[config.mk]
export PLATFORM = sky130hd
export DESIGN_NAME = branch_ctrl
export DESIGN_NICKNAME = d
export VERILOG_FILES = /design/src/rtl/branch_ctrl.sv
export SDC_FILE = /design/constraint.sdc
export NUM_CORES = 1
export LEC_CHECK = 0
export CAP_MARGIN = 20
export CORE_UTILIZATION = 35
export DETAILED_ROUTE_END_ITERATION = 8
export PLACE_DENSITY = 0.51
export SLEW_MARGIN = 10
export SYNTH_ARGS = -nofsm -noshare
export SYNTH_HDL_FRONTEND = slang
export SYNTH_SLANG_ARGS = --single-unit
export TNS_END_PERCENT = 1
[constraint.sdc]
create_clock -name clk -period 4.7 [get_ports clk]
set_input_delay 0.47 -clock clk [delete_from_list [all_inputs] [get_ports clk]]
set_output_delay 0.47 -clock clk [all_outputs]
set_load 0.05 [all_outputs]
[src/rtl/branch_ctrl.sv]
// Fetch-side branch controller: waits out ROM latency after each PC change, decodes the
// fetched instruction and drives a registered absolute jump (branchFlag/target) from a writable LUT.
module branch_ctrl #(
  parameter int D        = 12,
  parameter int W        = 9,
  parameter int LUT_AW   = 4,
  parameter int IMEM_LAT = 1,
  parameter int HOLD_CYC = 12
) (
  input  logic              clk,
  input  logic              reset,
  input  logic [D-1:0]      prog_ctr,
  input  logic [W-1:0]      instr,
  input  logic              cond_flag,
  input  logic              lut_we,
  input  logic [LUT_AW-1:0] lut_waddr,
  input  logic [D-1:0]      lut_wdata,
  output logic              branchFlag,
  output logic [D-1:0]      target,
  output logic              busy
);

  localparam int MAXC = (HOLD_CYC > IMEM_LAT) ? HOLD_CYC : IMEM_LAT;
  localparam int CW   = $clog2(MAXC + 1);
  localparam logic [CW-1:0] WAIT_LOAD = CW'(IMEM_LAT - 1);
  localparam logic [CW-1:0] CHG_LOAD  = CW'((IMEM_LAT > 1) ? IMEM_LAT - 2 : 0);
  localparam logic [CW-1:0] HOLD_LOAD = CW'(HOLD_CYC - 1);

  typedef enum logic [1:0] {IDLE, WAIT, DECODE, HOLD} state_t;

  state_t            state;
  state_t            chg_state;
  logic [CW-1:0]     cnt;
  logic [D-1:0]      last_pc;
  logic [D-1:0]      lut [2**LUT_AW];
  logic              pc_chg;
  logic              is_branch;
  logic              cond_ok;
  logic              taken;

  assign pc_chg = (prog_ctr != last_pc);
  assign busy   = (state != IDLE);

  // The cycle in which a new PC first appears already counts as the first
  // ROM-latency cycle, so a one-cycle ROM goes straight to DECODE.
  assign chg_state = (IMEM_LAT == 1) ? DECODE : WAIT;

  always_comb begin
    is_branch = (instr[W-1 -: 3] == 3'b111);
    cond_ok   = 1'b0;
    case (instr[5:4])
      2'b00:   cond_ok = 1'b1;
      2'b01:   cond_ok = cond_flag;
      2'b10:   cond_ok = !cond_flag;
      default: cond_ok = 1'b0;
    endcase
    taken = is_branch && cond_ok;
  end

  always_ff @(posedge clk) begin
    if (reset) begin
      state      <= WAIT;
      cnt        <= '0;
      branchFlag <= 1'b0;
      target     <= '0;
      last_pc    <= prog_ctr;
      for (int i = 0; i < 2**LUT_AW; i++) lut[i] <= '0;
    end else begin
      last_pc <= prog_ctr;
      if (lut_we) lut[lut_waddr] <= lut_wdata;
      case (state)
        IDLE: begin
          if (pc_chg) begin
            state <= chg_state;
            cnt   <= CHG_LOAD;
          end
        end
        WAIT: begin
          if (pc_chg) begin
            state <= chg_state;
            cnt   <= CHG_LOAD;
          end else if (cnt == '0) begin
            state <= DECODE;
          end else begin
            cnt <= cnt - 1'b1;
          end
        end
        DECODE: begin
          if (pc_chg) begin
            state <= chg_state;
            cnt   <= CHG_LOAD;
          end else if (taken) begin
            branchFlag <= 1'b1;
            target     <= lut[instr[LUT_AW-1:0]];
            cnt        <= HOLD_LOAD;
            state      <= HOLD;
          end else begin
            state <= IDLE;
          end
        end
        HOLD: begin
          if (pc_chg) begin
            branchFlag <= 1'b0;
            state      <= chg_state;
            cnt        <= CHG_LOAD;
          end else if (cnt == '0) begin
            // Timeout re-fetches the same PC; this releases self-loops.
            branchFlag <= 1'b0;
            state      <= WAIT;
            cnt        <= WAIT_LOAD;
          end else begin
            cnt <= cnt - 1'b1;
          end
        end
        default: state <= IDLE;
      endcase
    end
  end

endmodule

; Word level (Yosys, flattened, before mapping)
; Memories as Yosys holds them, arrays and structs flattened. A register that Yosys moved wholly into a read port is not among the register bits.
; Cells that the tools add are included.
[op_classes]
n_bitwise = 1
add_sub_neg = 1
mux = 30
eq_ne = 14
n_reduce_logical = 12
[op_table]
columns = cell, n
row1 = $mux 4, 8
row2 = $pmux 4 s4, 1
row3 = $mux 2, 7
row4 = $mux 12, 1
row5 = $ne 12x12->1, 1
row6 = $ne 3x3->1 const B, 4
row7 = $reduce_or 12->1, 1
row8 = $mux 1, 10
row9 = $reduce_and 3->1, 3
row10 = $pmux 2 s4, 1
row11 = $eq 2x2->1 const B, 3
row12 = $ne 2x2->1 const B, 3
row13 = $eq 2x1->1 const B, 2
row14 = $logic_not 2->1, 2
row15 = $logic_not 4->1, 1
row16 = $reduce_and 4->1, 1
row17 = $reduce_bool 2->1, 2
row18 = $sub 4x1->4 const B, 1
row19 = $eq 3x3->1 const B, 1
row20 = $pmux 1 s3, 1
row21 = $pmux 1 s2, 1
row22 = $logic_and 1x1->1, 1
row23 = $logic_not 1->1, 1
row24 = $not 1->1, 1
[totals]
memories = 1
ram_bits = 192
word_cells = 63
register_bits = 19
input_bits = 41
out_inout_bits = 14
[mem_list]
columns = name, depth, width, rd, rd_ports_with_merged_regs, wr, line
row1 = lut, 16, 12, 1, 1, 16, 35  ; logic [D-1:0] lut [2**LUT_AW];

; Longest topological paths before layout
; Gate-level depths: netlist of run 1.
[logic_depth]
depth_word = 6
ltp_mapped = 6
mapped_depth_nobuf = 6

; Worst setup path before layout of run 1
; No wires, ideal clock.
[synth_timing]
path_type = input port to flip-flop
start = input cond_flag
end = register target[5], read port of lut
t_required_ns = 4.613
setup_slack_ns = 2.563
path_stages = 5
setup_time_ns = 0.087
arrival_ns = 2.050
n_path_buf = 1
cell_sequence = mux2_4 > or3_4 > or4_4 > buf_6 > o31ai_1
[synth_between]
elab_chain_len = 4
[synth_rtl]
columns = item, line
row1 = start: declaration, 14  ; input logic cond_flag,
row2 = $logic_not 1->1, 54  ; 2'b10: cond_ok = !cond_flag;
row3 = $pmux 1 s3 *, 51  ; case (instr[5:4])
row4 = $logic_and 1x1->1 *, 57  ; taken = is_branch && cond_ok;
row5 = $reduce_and 3->1 (no source line) *, -
row6 = end: declaration, 19  ; output logic [D-1:0] target,
; Every way passes the cells marked *; elsewhere a longest branch is shown, timed or not.
; A chain may end at the register's enable or synchronous reset.

; Final worst setup path of run 1
[layout_timing]
start = register state[0]
end = output busy
[layout_between]
elab_chain_len = 1
[layout_rtl]
columns = item, line
row1 = start: declaration, 31  ; state_t state;
row2 = start signal: assignment, 74  ; state <= chg_state;
row3 = start signal: assignment, 80  ; state <= chg_state;
row4 = start signal: assignment, 90  ; state <= chg_state;
row5 = $reduce_bool 2->1, 42  ; assign busy = (state != IDLE);
row6 = end: declaration, 20  ; output logic busy
; Every way passes these cells.

==> metrics.txt, run 1 <==
status=complete, no violations; simple-gate share of the synthesized area=0.170; Least-Margin Pin Slew=950 ps; Num CTS Buffers=25; Clock Latency Late Sink=530 ps; area leader, netlist=edfxtp_1; multiplexer area fraction after synthesis=0.112; reg-to-reg slack, setup=2490 ps; antenna violations before repair=0; predominant post-synthesis flop cell=edfxtp_1; clock sink count=223; Post-synth ARST share=0; Worst Path Required=4230 ps; GRT met1 Usage=0.249; Placer Congestion=0.768; RSZ-0062 raised after global routing=false; minimum clock period after layout=2650 ps; I/O pin count=55; Via density=5.13; postcts setup bufs=0; CTS Root Cell=clkbuf_16; antenna viol nets, final=0; max_slew headroom=0.365; yosys warns=0; Leak=0.00401 uW; number of global-route vias before repair=6,049; clock buffer depth=3; Total Routing Usage GR=0.179; Area Growth Syn to Fin=16.6%; synth top area cells=edfxtp_1 (57%), and2_1 (12%), mux4_2 (11%); Final Hold Vio Count=0; Placed Cells=1,087; fin util=0.419; WP data arrival=2180 ps; gr ovfl total=0; DIE HEIGHT=172 microns; H-tree levels=1; Tightest Hold Check Type=in -> reg; setup TNS=0 ps; Worst Reg-to-Reg Cells=4; post-cts sizing count=0; global-route wire length before repair=38,500 microns; first drt pass iteration count=4; Initial Util=0.359; layout net count=779; gr busiest metal=met2; type of the worst setup path=reg -> out; Overall Power=4490 uW; final setup fails=0; Core Footprint=28,100 sq um; Min-Delay Path Depth=1; Synth Area in Adders=0.00248; synthesized flop and latch total=223; share of layout cells above drive strength 1=0.164; post-synthesis xor/xnor area fraction=0.0104; power density over cell area=381 nW/um^2; DR vias=5,816; DRC=0; global routing met3 resource utilization=0.0278; Worst-path clk slew=60 ps; Mapped Cells=693; worst vdd ir=0.000209 V; placed inst area=11,000 sq um; Synth Net Count=736; final non-filler cell total=1,133; Max Fclk=378 MHz; max-slew violation count=0; post-route cell area=11,800 sq um; GR Util met2=0.292; EDFF count, synth=192; largest net degree at the start of global routing=52; Synth cell types=44; worst hold start=prog_ctr[10]; die area=29,500 sq um; largest family of logic cells by synthesized area=simple AND/OR/NAND/NOR gates; Startpoint Class=flop; hold_buf cts=0; Final Cycle Share=0.563; Die W=172 microns; register area share after synthesis=0.633; crit-path max FO=9; RR Startpoint=last_pc[0]; reg2reg end=branchFlag; Post-Syn Area=10,100 sq um; critical path endpoint category=output pin; 1st-iter DRT viols=400; post-synthesis compound-gate area fraction=0.0489; Max Cap Viol=0; port buffer count=54; top cell type's share of synthesized area=0.572; hold endpoint=last_pc[10]; syn avg cell area=14.6 sq um; Std-Cell Rows=61; CTS tree=yes; Post-DP HPWL=16,600 microns; Final Skew=9.57 ps; final wirelength=25,400 microns; DR WL/cell=22.4 microns
## state kept, by name, indices dropped and copies added (netlist names)
name        count
branchFlag      1
cnt             4
last_pc        12
lut           192
state           2
target         12
## worst max path at each step
stage / from / to / slack, ps / depth (start not counted)
6_report: state[0] / busy / 2050 / 3
3_3_place_gp: lut_waddr[3] / lut[2][0] / 1750 / 4
2_1_floorplan: cond_flag / target[5] / 2560 / 5
4_1_cts: state[0] / busy / 2040 / 3
5_1_grt: state[0] / busy / 1930 / 3
3_5_place_dp: lut_waddr[3] / lut[2][0] / 1680 / 4
## critical path, stage by stage, from the launching register on
cell and delay [ps]:
dfxtp_1 420, clkinv_1 270, nand2_1 130, clkdlybuf4s50_1 820
## power by group
group,switching [uW],total [uW],internal (uW)
clock,784,1870,1080
combinational,192,336,143
sequential,32.6,2280,2250
total,1010,4490,3480
## kinds of logic (layout without fill, tap and decap cells)
| group | Yosys count | after routing |
|---|---|---|
| AOI/OAI and AO/OA | 62 | 62 |
| xor gates and xnor gates | 12 | 12 |
| adders and majority gates | 2 | 2 |
| buffers and inverters | 58 | 119 |
| DFF | 223 | 223 |
| muxes | 52 | 52 |
| other | 0 | 1 |
| and+or+nand+nor | 284 | 284 |
## Yosys cell counts (2+ instances only)
cell type	count
a211oi_1	3
a21oi_1	3
a22o_1	22
and2_1	193
buf_2	5
clkbuf_1	47
dfxtp_1	31
edfxtp_1	192
ha_1	2
inv_1	4
mux2i_1	2
mux4_2	48
nand2_1	4
nand2b_1	2
nand3_1	2
nand4_1	4
nand4bb_1	2
nor2_1	28
nor2b_1	14
nor3_1	9
o21ai_0	3
o31ai_1	13
o41ai_1	12
or2_2	16
or4b_2	2
xnor2_1	12
## through the flow
| step | setup slack [ps] | hold WS [ps] |
|---|---|---|
| global route | 1930 | 437 |
| floorplan | 2560 | 469 |
| finish | 2050 | 447 |
| CTS | 2040 | 428 |
| global placement | 1750 | 475 |
| detailed placement | 1680 | 481 |
## layout make-up
class                      instances  area (sq um)
fill                            2628         16300
timing repair buffer              69           638
antenna                            1          2.50
inverter                           5          18.8
clock buffer                      29           641
sequential                       223          6390
tap                              378           473
multi-input combinational        412          3470
clock inverter                    16           133
## layer usage
metal  vias to the layer above  share of wire
met2                       162           0.47
met4                         0          0.021
li1                       2661              -
met1                      2962           0.46
met5                         -              0
met3                        31          0.051
## cell usage in the layout (no fill, tap or decap), types with 3 or more instances in the layout
cell type / synthesis / final
edfxtp_1: 192 / 192
nand2_1: 4 / 4
nand4_1: 4 / 4
buf_4: 0 / 15
dfxtp_1: 31 / 31
clkbuf_1: 47 / 4
nor2_1: 28 / 28
clkinv_2: 0 / 5
mux4_2: 48 / 48
or2_2: 16 / 16
a21oi_1: 3 / 3
a211oi_1: 3 / 3
clkdlybuf4s50_1: 0 / 51
and2_1: 193 / 193
a22o_1: 22 / 22
o41ai_1: 12 / 12
clkinv_1: 1 / 7
inv_1: 4 / 4
o21ai_0: 3 / 3
nor2b_1: 14 / 14
nor3_1: 9 / 9
xnor2_1: 12 / 12
o31ai_1: 13 / 13
buf_2: 5 / 3
clkbuf_16: 0 / 25
Note: power is estimated with default switching activity, not from simulation.
==> run 2: changes to the inputs <==
--- a/config.mk
+++ b/config.mk
@@ -8,7 +8,7 @@
 export CAP_MARGIN = 20
 export CORE_UTILIZATION = 35
 export DETAILED_ROUTE_END_ITERATION = 8
-export PLACE_DENSITY = 0.51
+export PLACE_DENSITY = 0.53
 export SLEW_MARGIN = 10
 export SYNTH_ARGS = -nofsm -noshare
 export SYNTH_HDL_FRONTEND = slang
==> constraint.sdc (replaced) <==
create_clock -name clk -period 2.12 [get_ports clk]
set_input_delay 0.212 -clock clk [delete_from_list [all_inputs] [get_ports clk]]
set_output_delay 0.212 -clock clk [all_outputs]
set_load 0.05 [all_outputs]
==> run 2 against run 1 <==
- power is 120% higher
- clock power is 120% higher
- global-route usage shrank 0.25 points
- die area stayed put
- final area up 3.6%
- clock skew is 0.88 ps lower
- critical path depth is 1 higher
- routed wire length is 0.88% lower
- combinational power rose to 2.5 times the previous value
- sequential power rose by 120%
- register-to-register slack got worse by 2300 ps
==> metrics.txt, run 2 (same netlist as run 1, synthesis figures left out) <==
status=complete, no violations (unchanged); Initial Util=0.359 (unchanged); Biggest register=lut (unchanged); Leak=0.00424 uW (was 0.00401 uW); Via density=5.10 (was 5.13); Num CTS Buffers=26 (was 25); CP max stage delay=650 ps (was 820 ps); Total Routing Usage GR=0.176 (was 0.179); worst path bufs/invs=0 (was 2); n_diodes=0 (was 1); Clock Latency Late Sink=520 ps (was 530 ps); setup slack after layout=172 ps (was 2050 ps); I/O pin count=55 (unchanged); largest registers=lut x192, last_pc x12, target x12 (unchanged); placed inst area=11,400 sq um (was 11,000 sq um); largest net degree at the start of global routing=49 (was 52); max_slew headroom=0.446 (was 0.365); CTS Root Cell=clkbuf_16 (unchanged); Worst path slowest cell=or4_4 (was clkdlybuf4s50_1); pre-CTS setup slack=-298 ps (was 1680 ps); antenna viol nets, final=0 (unchanged); clock sink count=223 (unchanged); Internal Dissipation=7700 uW (was 3480 uW); post-route cell area=12,200 sq um (was 11,800 sq um); layout net count=815 (was 779); Final Skew=8.70 ps (was 9.57 ps); Area Growth Syn to Fin=20.8% (was 16.6%); Critical path origin=state[1] (was state[0]); Psw=2230 uW (was 1010 uW); RR Startpoint=state[1] (was last_pc[0]); number of global-route vias before repair=6,060 (was 6,049); Die W=172 microns (unchanged); Std-Cell Rows=61 (unchanged); post-cts sizing count=0 (unchanged); max reg flops=192 (unchanged); port buffer count=54 (unchanged); Core Footprint=28,100 sq um (unchanged); Final Cycle Share=0.919; worst vdd ir=0.000581 V (was 0.000209 V); WP data arrival=2380 ps (was 2180 ps); RSZ-0062 raised after global routing=false (unchanged); final wirelength=25,200 microns (was 25,400 microns); Max Fclk=513 MHz; DRC=0 (unchanged); Switching Share=0.224 (was 0.225); crit-path max FO=13 (was 9); DR WL/cell=21.5 microns (was 22.4 microns); clock buffer depth=3 (unchanged); DR vias=5,966 (was 5,816); Startpoint Class=flop (unchanged); commonest cells after routing, fill and taps aside=and2_1 (193), edfxtp_1 (192), clkdlybuf4s50_1 (50), mux4_2 (48), buf_4 (37) (was and2_1 (193), edfxtp_1 (192), clkdlybuf4s50_1 (51), mux4_2 (48), dfxtp_1 (31)); minimum clock period after layout=1950 ps; max-slew violation count=0 (unchanged); Least-Margin Pin Slew=830 ps (was 950 ps); Tightest Hold Check Type=in -> reg (unchanged); gr ovfl total=0 (unchanged); Reg power frac=0.509 (about the same); share of layout cells above drive strength 1=0.200 (was 0.164); Worst-path clk slew=60 ps (about the same); die area=29,500 sq um (unchanged); first drt pass iteration count=4 (unchanged); most common cell after layout, fill and taps aside=and2_1 (unchanged); CP delay by family, top=simple AND/OR/NAND/NOR gates (was buffers and inverters); Final Hold Vio Count=0 (unchanged); Worst Path Required=2550 ps (was 4230 ps); global-route wire length before repair=37,600 microns (was 38,500 microns); antenna violations before repair=0 (unchanged); postcts setup bufs=0 (unchanged); 1st-iter DRT viols=384 (was 400); type of the worst setup path=reg -> reg (was reg -> out); power density over cell area=814 nW/um^2 (was 381 nW/um^2); Max Cap Viol=0 (unchanged); Placer Congestion=0.756 (was 0.768); DIE HEIGHT=172 microns (unchanged); Post-DP HPWL=16,200 microns (was 16,600 microns); Overall Power=9920 uW (was 4490 uW); critical-path cell list=nand4_1, or3_4, or4_4, a221oi_1 (was clkinv_1, nand2_1, clkdlybuf4s50_1); hold_buf cts=0 (unchanged); final setup fails=0 (unchanged); Clock power frac=0.406 (was 0.416); worst hold start=prog_ctr[4] (was prog_ctr[10]); Logic pwr share=0.085 (was 0.075); CTS tree=yes (unchanged); critical path endpoint category=flop (was output pin); H-tree levels=1 (unchanged)
[run 2: area by class of cell]
class | instances | area, sq um
inverters | 5 | 18.8
clock inverters | 12 | 55.1
flip-flops and latches | 223 | 6390
repair buffers | 104 | 1070
well taps | 378 | 473
fillers | 2595 | 15900
clock buffers | 35 | 706
multi-input cells | 412 | 3470
[run 2: per-layer routing]
| layer | track usage | routed length, microns | up-vias |
|---|---|---|---|
| met1 | 0.245 | 11400 | 3030 |
| met4 | 0.0458 | 485 | 0 |
| met5 | 0 | 0 | - |
| li1 | - | - | 2736 |
| met3 | 0.0267 | 1250 | 34 |
| met2 | 0.289 | 12100 | 166 |
[run 2: worst paths after layout]
kind	to	cells past startpoint	slack, ps
worst max register to register	branchFlag	4	170
worst max-delay path	branchFlag	4	170
worst min-delay path	last_pc[4]	1	190
worst min register to register	branchFlag	2	480
[run 2: power groups by stage]
stage	clock, uW	sequential (uW)	combinational (uW)
floorplan	0	5110	452
global route	4290	5070	900
global placement	0	5120	844
CTS	4120	5050	857
finish	4030	5050	845
detailed placement	0	5140	855
[run 2: through the flow]
| stage | util | instances | setup TNS (ps) | hold WS, ps |
|---|---|---|---|---|
| final | 0.434 | 1169 | 0 | 192 |
| after detailed placement | 0.407 | 1122 | -6350 | 481 |
| after floorplan | - | 693 | 0 | 240 |
| after global placement | 0.407 | 1122 | -5590 | 472 |
| after global routing | 0.434 | 1169 | 0 | 176 |
| after CTS | 0.434 | 1169 | 0 | 172 |
[run 2: worst reg2reg max path: stages, from the launching register on]
cell	delay (ps)
dfxtp_1	410
nand4_1	140
or3_4	350
or4_4	650
a221oi_1	300
